File: config.mk
export PLATFORM = sky130hd
export DESIGN_NAME = imem_fetch_unit_flat
export DESIGN_NICKNAME = d
export VERILOG_FILES = /design/src/rtl/imem_fetch_unit_if.sv /design/src/rtl/imem_fetch_unit.sv /design/src/flat_wrapper.sv
export SDC_FILE = /design/constraint.sdc
export NUM_CORES = 1
export LEC_CHECK = 0
export ABC_AREA = 1
export CORE_ASPECT_RATIO = 1.4
export CORE_MARGIN = 5
export CORE_UTILIZATION = 45
export CTS_CLUSTER_DIAMETER = 80
export DETAILED_ROUTE_END_ITERATION = 10
export DONT_BUFFER_PORTS = 1
export PLACE_DENSITY_LB_ADDON = 0.12
export SLEW_MARGIN = 20
export SYNTH_ARGS = -nofsm -noshare
export SYNTH_HDL_FRONTEND = slang
export SYNTH_SLANG_ARGS = --single-unit
File: constraint.sdc
create_clock -name clock -period 5.1 [get_ports clock]
set_input_delay 1.275 -clock clock [delete_from_list [all_inputs] [get_ports clock]]
set_output_delay 1.275 -clock clock [all_outputs]
set_load 0.005 [all_outputs]
File: src/rtl/imem_fetch_unit_if.sv
// Bus bundle for imem_fetch_unit: instruction-memory req/ack side, core valid/ready side,
// redirect input and queue occupancy. master = fetch unit view, slave = memory/core view.
interface imem_fetch_unit_if #(
  parameter int unsigned ADDR_W  = 32,
  parameter int unsigned INSTR_W = 16,
  parameter int unsigned CNT_W   = 3
);
  logic               mem_req;
  logic [ADDR_W-1:0]  mem_addr;
  logic               mem_ack;
  logic [INSTR_W-1:0] mem_rdata;
  logic               instr_valid;
  logic               instr_ready;
  logic [INSTR_W-1:0] instr_out;
  logic [ADDR_W-1:0]  instr_pc;
  logic               redirect;
  logic [ADDR_W-1:0]  redirect_pc;
  logic [CNT_W-1:0]   q_count;

  modport master (
    output mem_req, mem_addr, instr_valid, instr_out, instr_pc, q_count,
    input  mem_ack, mem_rdata, instr_ready, redirect, redirect_pc
  );

  modport slave (
    input  mem_req, mem_addr, instr_valid, instr_out, instr_pc, q_count,
    output mem_ack, mem_rdata, instr_ready, redirect, redirect_pc
  );
endinterface

File: src/rtl/imem_fetch_unit.sv
// MiniMIPS instruction fetch: single-outstanding req/ack fetch into a DEPTH-entry prefetch queue.
// Define FETCH_BYPASS_EN to forward an acked word straight to the core when the queue is empty.
module imem_fetch_unit #(
  parameter int unsigned       DEPTH    = 4,
  parameter int unsigned       ADDR_W   = 32,
  parameter int unsigned       INSTR_W  = 16,
  parameter logic [ADDR_W-1:0] RESET_PC = '0
) (
  input logic               clock,
  input logic               reset,
  imem_fetch_unit_if.master bus
);

  localparam int unsigned      PTR_W = $clog2(DEPTH);
  localparam int unsigned      CNT_W = PTR_W + 1;
  localparam logic [CNT_W-1:0] FULL  = CNT_W'(DEPTH);

  typedef enum logic [1:0] {
    IDLE,
    REQ,
    DRAIN
  } state_t;

  state_t             state;
  logic               mem_req_q;
  logic [ADDR_W-1:0]  mem_addr_q;
  logic [ADDR_W-1:0]  fetch_pc;

  logic [INSTR_W-1:0] instr_q [DEPTH];
  logic [ADDR_W-1:0]  pc_q    [DEPTH];
  logic [PTR_W-1:0]   rd_ptr, rd_ptr_n;
  logic [PTR_W-1:0]   wr_ptr, wr_ptr_n;
  logic [CNT_W-1:0]   count, count_n;

  logic               head_valid;
  logic [INSTR_W-1:0] head_instr, head_instr_n;
  logic [ADDR_W-1:0]  head_pc, head_pc_n;

  logic               take;
  logic               push;
  logic               pop;

  // A fetch completes only for a live request in REQ; acks in DRAIN are discarded.
  assign take = (state == REQ) && mem_req_q && bus.mem_ack && !bus.redirect;
  assign pop  = head_valid && bus.instr_ready && !bus.redirect;

`ifdef FETCH_BYPASS_EN
  logic bypass;
  assign bypass          = take && (count == '0);
  assign push            = take && !(bypass && bus.instr_ready);
  assign bus.instr_valid = head_valid || bypass;
  assign bus.instr_out   = bypass ? bus.mem_rdata : head_instr;
  assign bus.instr_pc    = bypass ? mem_addr_q : head_pc;
`else
  assign push            = take;
  assign bus.instr_valid = head_valid;
  assign bus.instr_out   = head_instr;
  assign bus.instr_pc    = head_pc;
`endif

  assign bus.mem_req  = mem_req_q;
  assign bus.mem_addr = mem_addr_q;
  assign bus.q_count  = count;

  always_comb begin
    rd_ptr_n = rd_ptr;
    wr_ptr_n = wr_ptr;
    count_n  = count;
    if (bus.redirect) begin
      rd_ptr_n = '0;
      wr_ptr_n = '0;
      count_n  = '0;
    end else begin
      if (push) wr_ptr_n = wr_ptr + 1'b1;
      if (pop)  rd_ptr_n = rd_ptr + 1'b1;
      count_n = count + CNT_W'(push) - CNT_W'(pop);
    end
  end

  // Head register is loaded from the entry that will be at the head after this edge;
  // a push landing on that slot (queue empty or draining to empty) is forwarded directly.
  always_comb begin
    head_instr_n = instr_q[rd_ptr_n];
    head_pc_n    = pc_q[rd_ptr_n];
    if (push && (wr_ptr == rd_ptr_n)) begin
      head_instr_n = bus.mem_rdata;
      head_pc_n    = mem_addr_q;
    end
  end

  always_ff @(posedge clock) begin
    if (push) begin
      instr_q[wr_ptr] <= bus.mem_rdata;
      pc_q[wr_ptr]    <= mem_addr_q;
    end
  end

  always_ff @(posedge clock or posedge reset) begin
    if (reset) begin
      rd_ptr     <= '0;
      wr_ptr     <= '0;
      count      <= '0;
      head_valid <= 1'b0;
      head_instr <= '0;
      head_pc    <= '0;
    end else begin
      rd_ptr     <= rd_ptr_n;
      wr_ptr     <= wr_ptr_n;
      count      <= count_n;
      head_valid <= (count_n != '0);
      head_instr <= head_instr_n;
      head_pc    <= head_pc_n;
    end
  end

  always_ff @(posedge clock or posedge reset) begin
    if (reset) begin
      state      <= IDLE;
      mem_req_q  <= 1'b0;
      mem_addr_q <= RESET_PC;
      fetch_pc   <= RESET_PC;
    end else begin
      if (bus.redirect) fetch_pc <= bus.redirect_pc;
      unique case (state)
        IDLE: begin
          if (!bus.redirect && (count < FULL)) begin
            mem_req_q  <= 1'b1;
            mem_addr_q <= fetch_pc;
            state      <= REQ;
          end
        end
        REQ: begin
          if (mem_req_q) begin
            if (bus.mem_ack) begin
              mem_req_q <= 1'b0;
              if (bus.redirect) begin
                state <= IDLE;
              end else begin
                fetch_pc   <= fetch_pc + 1'b1;
                mem_addr_q <= fetch_pc + 1'b1;
                state      <= (count_n < FULL) ? REQ : IDLE;
              end
            end else if (bus.redirect) begin
              state <= DRAIN;
            end
          end else if (bus.redirect) begin
            // Gap cycle between requests: nothing in flight, so no drain is needed.
            state <= IDLE;
          end else if (count < FULL) begin
            mem_req_q <= 1'b1;
          end else begin
            state <= IDLE;
          end
        end
        DRAIN: begin
          if (bus.mem_ack) begin
            mem_req_q <= 1'b0;
            state     <= IDLE;
          end
        end
        default: begin
          state     <= IDLE;
          mem_req_q <= 1'b0;
        end
      endcase
    end
  end

endmodule

File: src/flat_wrapper.sv
// flat-port wrapper written by rule: the top's interface ports become plain ports
module imem_fetch_unit_flat 
#(
  parameter int unsigned       DEPTH    = 4,
  parameter int unsigned       ADDR_W   = 32,
  parameter int unsigned       INSTR_W  = 16,
  parameter logic [ADDR_W-1:0] RESET_PC = '0
)
  (clock, reset, bus_mem_req, bus_mem_addr, bus_instr_valid, bus_instr_out, bus_instr_pc, bus_q_count, bus_mem_ack, bus_mem_rdata, bus_instr_ready, bus_redirect, bus_redirect_pc);
  imem_fetch_unit_if #(.ADDR_W(ADDR_W), .INSTR_W(INSTR_W), .CNT_W(3)) bus_i ();
  input logic clock;
  input logic reset;
  output wire logic [$bits(bus_i.mem_req)-1:0] bus_mem_req;
  output wire logic [$bits(bus_i.mem_addr)-1:0] bus_mem_addr;
  output wire logic [$bits(bus_i.instr_valid)-1:0] bus_instr_valid;
  output wire logic [$bits(bus_i.instr_out)-1:0] bus_instr_out;
  output wire logic [$bits(bus_i.instr_pc)-1:0] bus_instr_pc;
  output wire logic [$bits(bus_i.q_count)-1:0] bus_q_count;
  input wire logic [$bits(bus_i.mem_ack)-1:0] bus_mem_ack;
  input wire logic [$bits(bus_i.mem_rdata)-1:0] bus_mem_rdata;
  input wire logic [$bits(bus_i.instr_ready)-1:0] bus_instr_ready;
  input wire logic [$bits(bus_i.redirect)-1:0] bus_redirect;
  input wire logic [$bits(bus_i.redirect_pc)-1:0] bus_redirect_pc;
  assign bus_mem_req = bus_i.mem_req;
  assign bus_mem_addr = bus_i.mem_addr;
  assign bus_instr_valid = bus_i.instr_valid;
  assign bus_instr_out = bus_i.instr_out;
  assign bus_instr_pc = bus_i.instr_pc;
  assign bus_q_count = bus_i.q_count;
  assign bus_i.mem_ack = bus_mem_ack;
  assign bus_i.mem_rdata = bus_mem_rdata;
  assign bus_i.instr_ready = bus_instr_ready;
  assign bus_i.redirect = bus_redirect;
  assign bus_i.redirect_pc = bus_redirect_pc;
  imem_fetch_unit #(.DEPTH(DEPTH), .ADDR_W(ADDR_W), .INSTR_W(INSTR_W), .RESET_PC(RESET_PC)) u_core (.clock(clock), .reset(reset), .bus(bus_i));
endmodule
# Word level (Yosys, flattened, before mapping)
# Memory sizes are Yosys's and may differ from the RTL's. A register that Yosys moved wholly into a read port is not among the register bits.
# Cells that the tools add are included.
# W data, S select, Z words.
word_totals:
  ramBits: 192
  reg_bits: 75
  output_inout_bits: 85
  inputBits: 53
  n_memories: 2
mem_list:
  columns: ["memory", "depth", "word_bits", "rd", "rd_clocked_by_memory_dff", "wr", "line", "rtl"]
  rows:
  - ["u_core.pc_q", 4, 32, 1, 1, 1, "imem_fetch_unit.sv:30", "logic [ADDR_W-1:0] pc_q [DEPTH];"]
  - ["u_core.instr_q", 4, 16, 1, 1, 1, "imem_fetch_unit.sv:29", "logic [INSTR_W-1:0] instr_q [DEPTH];"]
op_classes:
  n_eq_ne: 9
  mux: 34
  magnitude_cmp: 2
  n_reduce_logical: 14
  add_sub_neg: 5
op_table:
  columns: ["operator", "n"]
  rows:
  - ["$mux W32", 9]
  - ["$pmux W32 S2", 1]
  - ["$add A32 B1 Y32 const B", 1]
  - ["$mux W2", 12]
  - ["$mux W1", 9]
  - ["$logic_and A1 B1 Y1", 6]
  - ["$lt A3 B3 Y1 const B", 2]
  - ["$ne A2 B2 Y1 const B", 3]
  - ["$pmux W2 S3", 1]
  - ["$reduce_and A5 Y1", 1]
  - ["$add A2 B1 Y2 const B", 2]
  - ["$ne A2 B1 Y1 const B", 2]
  - ["$ne A4 B3 Y1 const B", 1]
  - ["$ne A4 B4 Y1 const B", 1]
  - ["$reduce_and A4 Y1", 1]
  - ["$reduce_bool A2 Y1", 2]
  - ["$add A3 B1 Y3", 1]
  - ["$mux W3", 1]
  - ["$pmux W1 S3", 1]
  - ["$reduce_bool A3 Y1", 1]
  - ["$sub A3 B1 Y3", 1]
  - ["$eq A2 B1 Y1 const B", 1]
  - ["$eq A2 B2 Y1 const B", 1]
  - ["$logic_not A2 Y1", 1]
  - ["other kinds (2)", 2]

# Logic depth before layout (Yosys ltp)
# Gate-level depths: netlist (run 1).
logic_depth:
  word_depth: 13
  ltp_mapped: 13
  mapped_depth_nobuf: 11

# Least setup slack after synthesis (run 1)
# Ideal clock, no wire load.
synth_timing:
  path_kind: "input to register"
  from: "input port bus_mem_ack"
  to: "memory u_core.instr_q[0][0] (enable)"
  required_time_ps: 4646
  arrival_ps: 3945
  path_stages: 7
  setup_slack_ps: 701
  path_cell_list: "nand2_1 -> inv_1 -> nand2_2 -> nor2_2 -> inv_1 -> clkbuf_1 -> nor2_1"
synth_between:
  elab_chain_cells: 4
synth_rtl:
  columns: ["item", "line", "rtl"]
  rows:
  - ["start, declared", "flat_wrapper.sv:19", "input wire logic [$bits(bus_i.mem_ack)-1:0] bus_mem_ack;"]
  - ["$logic_and A1 B1 Y1 (2 in a row)", "imem_fetch_unit.sv:44", "assign take = (state == REQ) && mem_req_q && bus.mem_ack && !bus.redirect;"]
  - ["$mux W1", "imem_fetch_unit.sv:92", "if (push) begin"]
  - ["$mux W1 (implied by the code)", "imem_fetch_unit.sv:93", "instr_q[wr_ptr] <= bus.mem_rdata;"]
  - ["end, declared", "imem_fetch_unit.sv:29", null]
# Every way passes these cells.

# Final worst setup path (run 1)
layout_timing:
  from: "input port bus_instr_ready"
  to: "register u_core.head_pc[13], in the netlist u_core.bus.instr_pc[13] (read register of u_core.pc_q)"
layout_between:
  elab_chain_cells: 4
layout_rtl:
  columns: ["item", "line", "rtl"]
  rows:
  - ["start, declared", "flat_wrapper.sv:21", "input wire logic [$bits(bus_i.instr_ready)-1:0] bus_instr_ready;"]
  - ["$logic_and A1 B1 Y1 (2 in a row)", "imem_fetch_unit.sv:45", "assign pop = head_valid && bus.instr_ready && !bus.redirect;"]
  - ["$mux W2", "imem_fetch_unit.sv:75", "if (pop) rd_ptr_n = rd_ptr + 1'b1;"]
  - ["$mux W2", "imem_fetch_unit.sv:69", "if (bus.redirect) begin"]
  - ["end, declared", "imem_fetch_unit.sv:37", "logic [ADDR_W-1:0] head_pc, head_pc_n;"]
# Every way passes these cells.
# A chain may end at the register's enable or synchronous reset.

==> results.cfg, run 1 <==
[finish]
final_cell_count_no_fill = 1876
design_area_sq_um = 15400
num_antenna_cells = 0
syn_to_final_growth_pct = 10.6
seq_area_sq_um = 8840
multi_input_area_sq_um = 4400
post-route-util_pct = 50.2
drive_gt1_share_pct = 6.06
fillerInstances = 2867
nets = 1521

[drt]
drt-pass1-iter-count = 5
wl_um = 35600
drt_iter0_drc = 596
num_vias = 9924
drcViolationCount = 0
avgViaCountPerCell = 5.29
detail_route.wl_per_cell_um = 19.0
ant_nets = 0

[pwr]
total_power_mw = 7.89
internal_power_mw = 5.23
combinationalPowerShare_pct = 20.7
p_sw_mw = 2.66
cellPowerDensity_nw_per_um2 = 512
power.leakage_nw = 6.63
peakVddDrop_mv = 0.444
clockPowerShare_pct = 30.5
p_seq_share_pct = 48.9
sw_frac_of_total_pct = 33.7

[die]
dieArea_sq_um = 34700
fp.coreArea_sq_um = 30700
die_w_um = 159
die_y_um = 218
io_pins = 138
num_rows = 76
start_util_pct = 45.4

[clock_tree]
numCtsBuffers = 34
ctsHoldBuffers = 0
cts.clk_slew.worst_paths_ps = 60
clock_sinks = 315
worst_skew_pair.late_latency_ps = 520
cts_buffer_depth = 3
cts_setup_buffers = 0
cts_tree = done
h-tree-depth = 2
root_buffer = clkbuf_16
cts-resized-gates = 0

[worst_setup_path]
r2r-end = u_core.bus.instr_pc[13]$_DFF_PP0_
endpoint_kind = flop
crit_arrival_ps = 3520
reg2reg_depth = 10
cp.required_ps = 5500
path_max_fanout = 75
r2r_slack_ps = 2330
start_kind = input port
worstReg2RegStart = u_core.bus.instr_valid$_DFF_PP0_
worst-setup-path-type = input port to flop

[yosys]
netlist_instances = 1473
ys_seq_area_share_pct = 63.4
ys_ff_latch = 315
synth_warnings = 0
synth_top_area_cell = edfxtp_1
async_reset_ff_share_pct = 39.0
synth_top_area_share_pct = 41.3
syn-cell-area_sq_um = 14000
dominantRegCellSynth = edfxtp_1
synth.distinct_cells = 31
syn_avg_cell_area_sq_um = 9.47
synth_edf_count = 192
ys_top_cells_by_area = edfxtp_1, dfrtp_1, nand2_1
syn_nets = 1534

[sta]
worst_pin_slew_ps = 931
min_period_ps = 3120
rsz0062_at_grt = no
fin_setup_tns_ps = 0
hold_violations = 0
relSlewSlack_pct = 37.9
fin_ws_ps = 1980
fin_hold_ws_ps = 547
setup_violations = 0
skew_ps = 15.0
slew_viol_final = 0
finalCritPeriodShare_pct = 61.2
max_freq_mhz = 320

[worst_hold_path]
hold_class = flop to flop
hold_end = u_core.fetch_pc[31]$_DFF_PP0_
holdCritStartpoint = u_core.fetch_pc[31]$_DFF_PP0_
holdPathStages = 2

[global_route]
met1_usage_pct = 25.0
grt_pass1_wl_um = 55800
grt_use_met3_pct = 3.89
grt_busiest_layer = met2
grt_max_degree = 95
grt-ovfl-total = 0
grt_use_met2_pct = 34.8
grt_pass1_vias = 9930
antenna_found_initial = 0
track_usage_pct = 20.4

[run_status]
status = completed

[placement]
detailed_place_hpwl_um = 21900
dp.cells = 1814
dpl-instance-area_sq_um = 14300
dp_slack_ps = 1410
gp_congestion = 0.933
port_buffers = 0

[flow_run]
drv_cap = 0
-- worst max path at each step --
stage | start | endpoint | slack, ps | depth (start not counted)
finish | bus_instr_ready | u_core.bus.instr_pc[13]$_DFF_PP0_ | 1980 | 10
global route | bus_instr_ready | u_core.bus.instr_out[6]$_DFF_PP0_ | 1720 | 10
CTS | bus_instr_ready | u_core.bus.instr_out[12]$_DFF_PP0_ | 1940 | 11
detailed placement | bus_instr_ready | u_core.bus.instr_pc[16]$_DFF_PP0_ | 1410 | 11
global placement | bus_instr_ready | u_core.bus.instr_out[12]$_DFF_PP0_ | 1470 | 11
floorplan | reset | u_core.bus.instr_out[0]$_DFF_PP0_ | 550 | 1
-- cell families (layout without fill, tap and decap cells) --
logic type                 count (synthesis)  in the layout  synth area share, %
AOI/OAI and AO/OA                        157            157                 6.99
xor gates and xnor gates                  19             19                 1.19
adders and majority gates                  8              8                0.771
buffers and inverters                    180            193                 5.40
DFF                                      315            315                 63.4
and+or+nand+nor                          794            794                 22.3
-- cell usage after synthesis (2+ instances only) --
library cell / count
o211ai_1: 58
edfxtp_1: 192
inv_2: 6
xor2_1: 14
buf_1: 2
o22ai_1: 5
xnor2_1: 5
a21oi_1: 53
inv_1: 105
buf_2: 35
o21bai_1: 3
nand4_1: 2
clkbuf_1: 24
buf_4: 7
ha_1: 7
o21ai_0: 24
nor2_1: 93
nor2_2: 4
dfrtp_1: 123
a31oi_1: 3
nand2_2: 2
a211oi_1: 8
nand2_1: 615
nand3_1: 76
-- cell usage in the layout, fill, tap and decap left out, types with 3 or more instances in the layout --
cell | synthesis | layout
clkbuf_1 | 24 | 10
dfrtp_1 | 123 | 123
nand3_1 | 76 | 75
o21bai_1 | 3 | 3
a21oi_1 | 53 | 53
nor2_1 | 93 | 89
clkinv_1 | 0 | 5
clkbuf_16 | 0 | 37
xor2_1 | 14 | 14
nor2_2 | 4 | 4
buf_12 | 0 | 3
o22ai_1 | 5 | 5
clkinv_2 | 0 | 7
nor2_4 | 1 | 5
nand2_1 | 615 | 614
o211ai_1 | 58 | 58
inv_1 | 105 | 103
ha_1 | 7 | 7
o21ai_0 | 24 | 24
inv_2 | 6 | 7
edfxtp_1 | 192 | 192
a31oi_1 | 3 | 3
a211oi_1 | 8 | 8
xnor2_1 | 5 | 5
buf_4 | 7 | 17
-- sequential cells by signal, indices dropped and copies added, names as in the netlist --
signal,count
u_core.fetch_pc,32
u_core.bus.instr_pc,32
u_core.bus.mem_addr,32
u_core.bus.instr_out,16
u_core.state,2
u_core.rd_ptr,2
u_core.pc_q,128
u_core.bus.instr_valid,1
u_core.instr_q,64
u_core.bus.q_count,3
u_core.wr_ptr,2
u_core.bus.mem_req,1
-- power by group through the flow --
stage | clock, mW | sequential (mW) | combinational (mW)
after floorplan | 0 | 3.65 | 1.28
final | 2.40 | 3.86 | 1.63
after global routing | 2.58 | 3.93 | 1.89
after global placement | 0 | 3.92 | 1.62
after CTS | 2.45 | 3.88 | 1.65
after detailed placement | 0 | 3.93 | 1.65
-- routing by layer --
metal	wire length [um]	vias to the layer above
met5	0	-
met4	1730	0
met3	2230	92
met2	17600	320
met1	14000	4724
li1	-	4788
-- critical path, cell delays in order --
cell and delay, ps:
nand2_1 110, nor2_2 170, nand2_1 110, nand2_4 560, buf_4 710, nand2_1 150, o211ai_1 140, nand2_1 70
nand2_1 80, nand2_1 60
-- final cells by class --
type,count,share of cell area [%]
Inverter,111,2.73
Sequential cell,315,57.3
Clock inverter,14,0.738
Clock buffer,48,6.33
Tap cell,390,3.16
Timing Repair Buffer,20,1.22
Multi-Input combinational cell,978,28.5
(Power assumes the default switching activity.)
==> run 2, diff against run 1 <==
==> constraint.sdc (replaced) <==
create_clock -name clock -period 2.7 [get_ports clock]
set_input_delay 0.675 -clock clock [delete_from_list [all_inputs] [get_ports clock]]
set_output_delay 0.675 -clock clock [all_outputs]
set_load 0.005 [all_outputs]
==> results.cfg, run 2 (synthesis gave the netlist of run 1 again) <==
[drt]
wl_um = 35900
drt-pass1-iter-count = 5
avgViaCountPerCell = 5.21
num_vias = 9797
ant_nets = 0
drcViolationCount = 0
drt_iter0_drc = 460
detail_route.wl_per_cell_um = 19.1

[pwr]
cellPowerDensity_nw_per_um2 = 952
combinationalPowerShare_pct = 22.0
p_sw_mw = 5.06
internal_power_mw = 9.70
power.leakage_nw = 6.66
clockPowerShare_pct = 28.6
peakVddDrop_mv = 0.975
p_seq_share_pct = 49.5
sw_frac_of_total_pct = 34.3

[clock_tree]
clock_sinks = 315
ctsHoldBuffers = 0
h-tree-depth = 1
cts_buffer_depth = 3
cts_tree = done
cts_setup_buffers = 0
root_buffer = clkbuf_16
worst_skew_pair.late_latency_ps = 570
cts-resized-gates = 0
numCtsBuffers = 30
cts.clk_slew.worst_paths_ps = 60

[worst_setup_path]
cp.required_ps = 3140
worstReg2RegStart = u_core.fetch_pc[1]$_DFF_PP0_
endpoint_kind = flop
crit_arrival_ps = 2600
crit_path_end = u_core.bus.mem_addr[22]$_DFFE_PP0P_
path_max_fanout = 6
r2r-end = u_core.bus.mem_addr[22]$_DFFE_PP0P_
r2r_slack_ps = 540
worst-setup-path-type = flop to flop
reg2reg_depth = 8
cp-startpoint = u_core.fetch_pc[1]$_DFF_PP0_
start_kind = flop

[finish]
syn_to_final_growth_pct = 11.1
reg.largest.list = u_core.pc_q: 128 flops, u_core.instr_q: 64 flops
mostFrequentLayoutCell = nand2_1
nets = 1528
num_antenna_cells = 0
drive_gt1_share_pct = 6.38
regMostFlops = u_core.pc_q
largest_reg_flops = 128
layout_common_cells = nand2_1, edfxtp_1, dfrtp_1

[sta]
worst_pin_slew_ps = 665
setup_violations = 0
finalCritPeriodShare_pct = 80.0
rsz0062_at_grt = no
fin_setup_tns_ps = 0
relSlewSlack_pct = 55.7
max_freq_mhz = 463
skew_ps = 14.6
hold_violations = 0
fin_ws_ps = 539
slew_viol_final = 0
min_period_ps = 2160

[global_route]
grt-ovfl-total = 0
grt_pass1_vias = 10000
track_usage_pct = 20.6
grt_max_degree = 145
antenna_found_initial = 0
grt_pass1_wl_um = 56700

[die]
dieArea_sq_um = 34700
start_util_pct = 45.4
die_w_um = 159
die_y_um = 218
fp.coreArea_sq_um = 30700
num_rows = 76
io_pins = 138

[placement]
port_buffers = 0
gp_congestion = 0.951
detailed_place_hpwl_um = 22300
dp_slack_ps = 372

[run_status]
status = completed

[flow_run]
drv_cap = 0

[worst_hold_path]
hold_class = input port to asynchronous set/reset pin
run 2: metal layers:
metal	wire, um	vias to the layer above	global-route usage [%]	share of wire, %
li1	-	4814	-	-
met1	14800	4694	25.2	41
met2	18500	228	37.1	51
met3	1460	61	2.74	4.1
met4	1240	0	8.06	3.5
met5	0	-	0	0
run 2: worst min-delay path by stage:
stage | start | end | slack, ps | cells past startpoint
finish | reset | u_core.bus.mem_addr[4]$_DFFE_PP0P_ | 140 | 2
detailed placement | u_core.fetch_pc[31]$_DFF_PP0_ | u_core.fetch_pc[31]$_DFF_PP0_ | 550 | 2
global route | bus_redirect | u_core.bus.q_count[1]$_DFF_PP0_ | 150 | 1
CTS | bus_redirect | u_core.bus.instr_valid$_DFF_PP0_ | 150 | 1
floorplan | u_core.fetch_pc[31]$_DFF_PP0_ | u_core.fetch_pc[31]$_DFF_PP0_ | 490 | 2
global placement | u_core.fetch_pc[31]$_DFF_PP0_ | u_core.fetch_pc[31]$_DFF_PP0_ | 510 | 2
run 2: power by group through the flow:
| stage | combinational, mW | clock (mW) | sequential, mW |
|---|---|---|---|
| after floorplan | 2.41 | 0 | 6.89 |
| after global placement | 3.21 | 0 | 7.43 |
| after detailed placement | 3.26 | 0 | 7.44 |
| after CTS | 3.28 | 4.31 | 7.35 |
| after global routing | 3.74 | 4.49 | 7.43 |
| final | 3.24 | 4.21 | 7.30 |
run 2: final cells by class:
class / count / area, sq um
inverters: 111 / 420
well taps: 390 / 488
repair buffers: 31 / 370
flip-flops and latches: 315 / 8840
clock inverters: 9 / 96.3
clock buffers: 46 / 882
fillers: 2842 / 15200
multi-input cells: 978 / 4400
run 2: worst max-delay path: stages, from the launching register on:
cell and delay, ps:
dfrtp_1 400, ha_1 350, nand3_1 250, nor2_1 500, nand2_1 110, nand2_1 70, nand2_1 60, o21ai_0 220
nand2_1 70
run 2: through the flow:
step           cells  area, sq um  power (mW)  hold WS (ps)  util (%)
2_1_floorplan   1473        14000        9.31           492         -
3_3_place_gp    1825        14500        10.6           513      47.3
3_5_place_dp    1825        14500        10.7           549      47.3
4_1_cts         1880        15500        14.9           148      50.5
5_1_grt         1880        15500        15.7           152      50.5
6_report        1880        15500        14.8           140      50.5
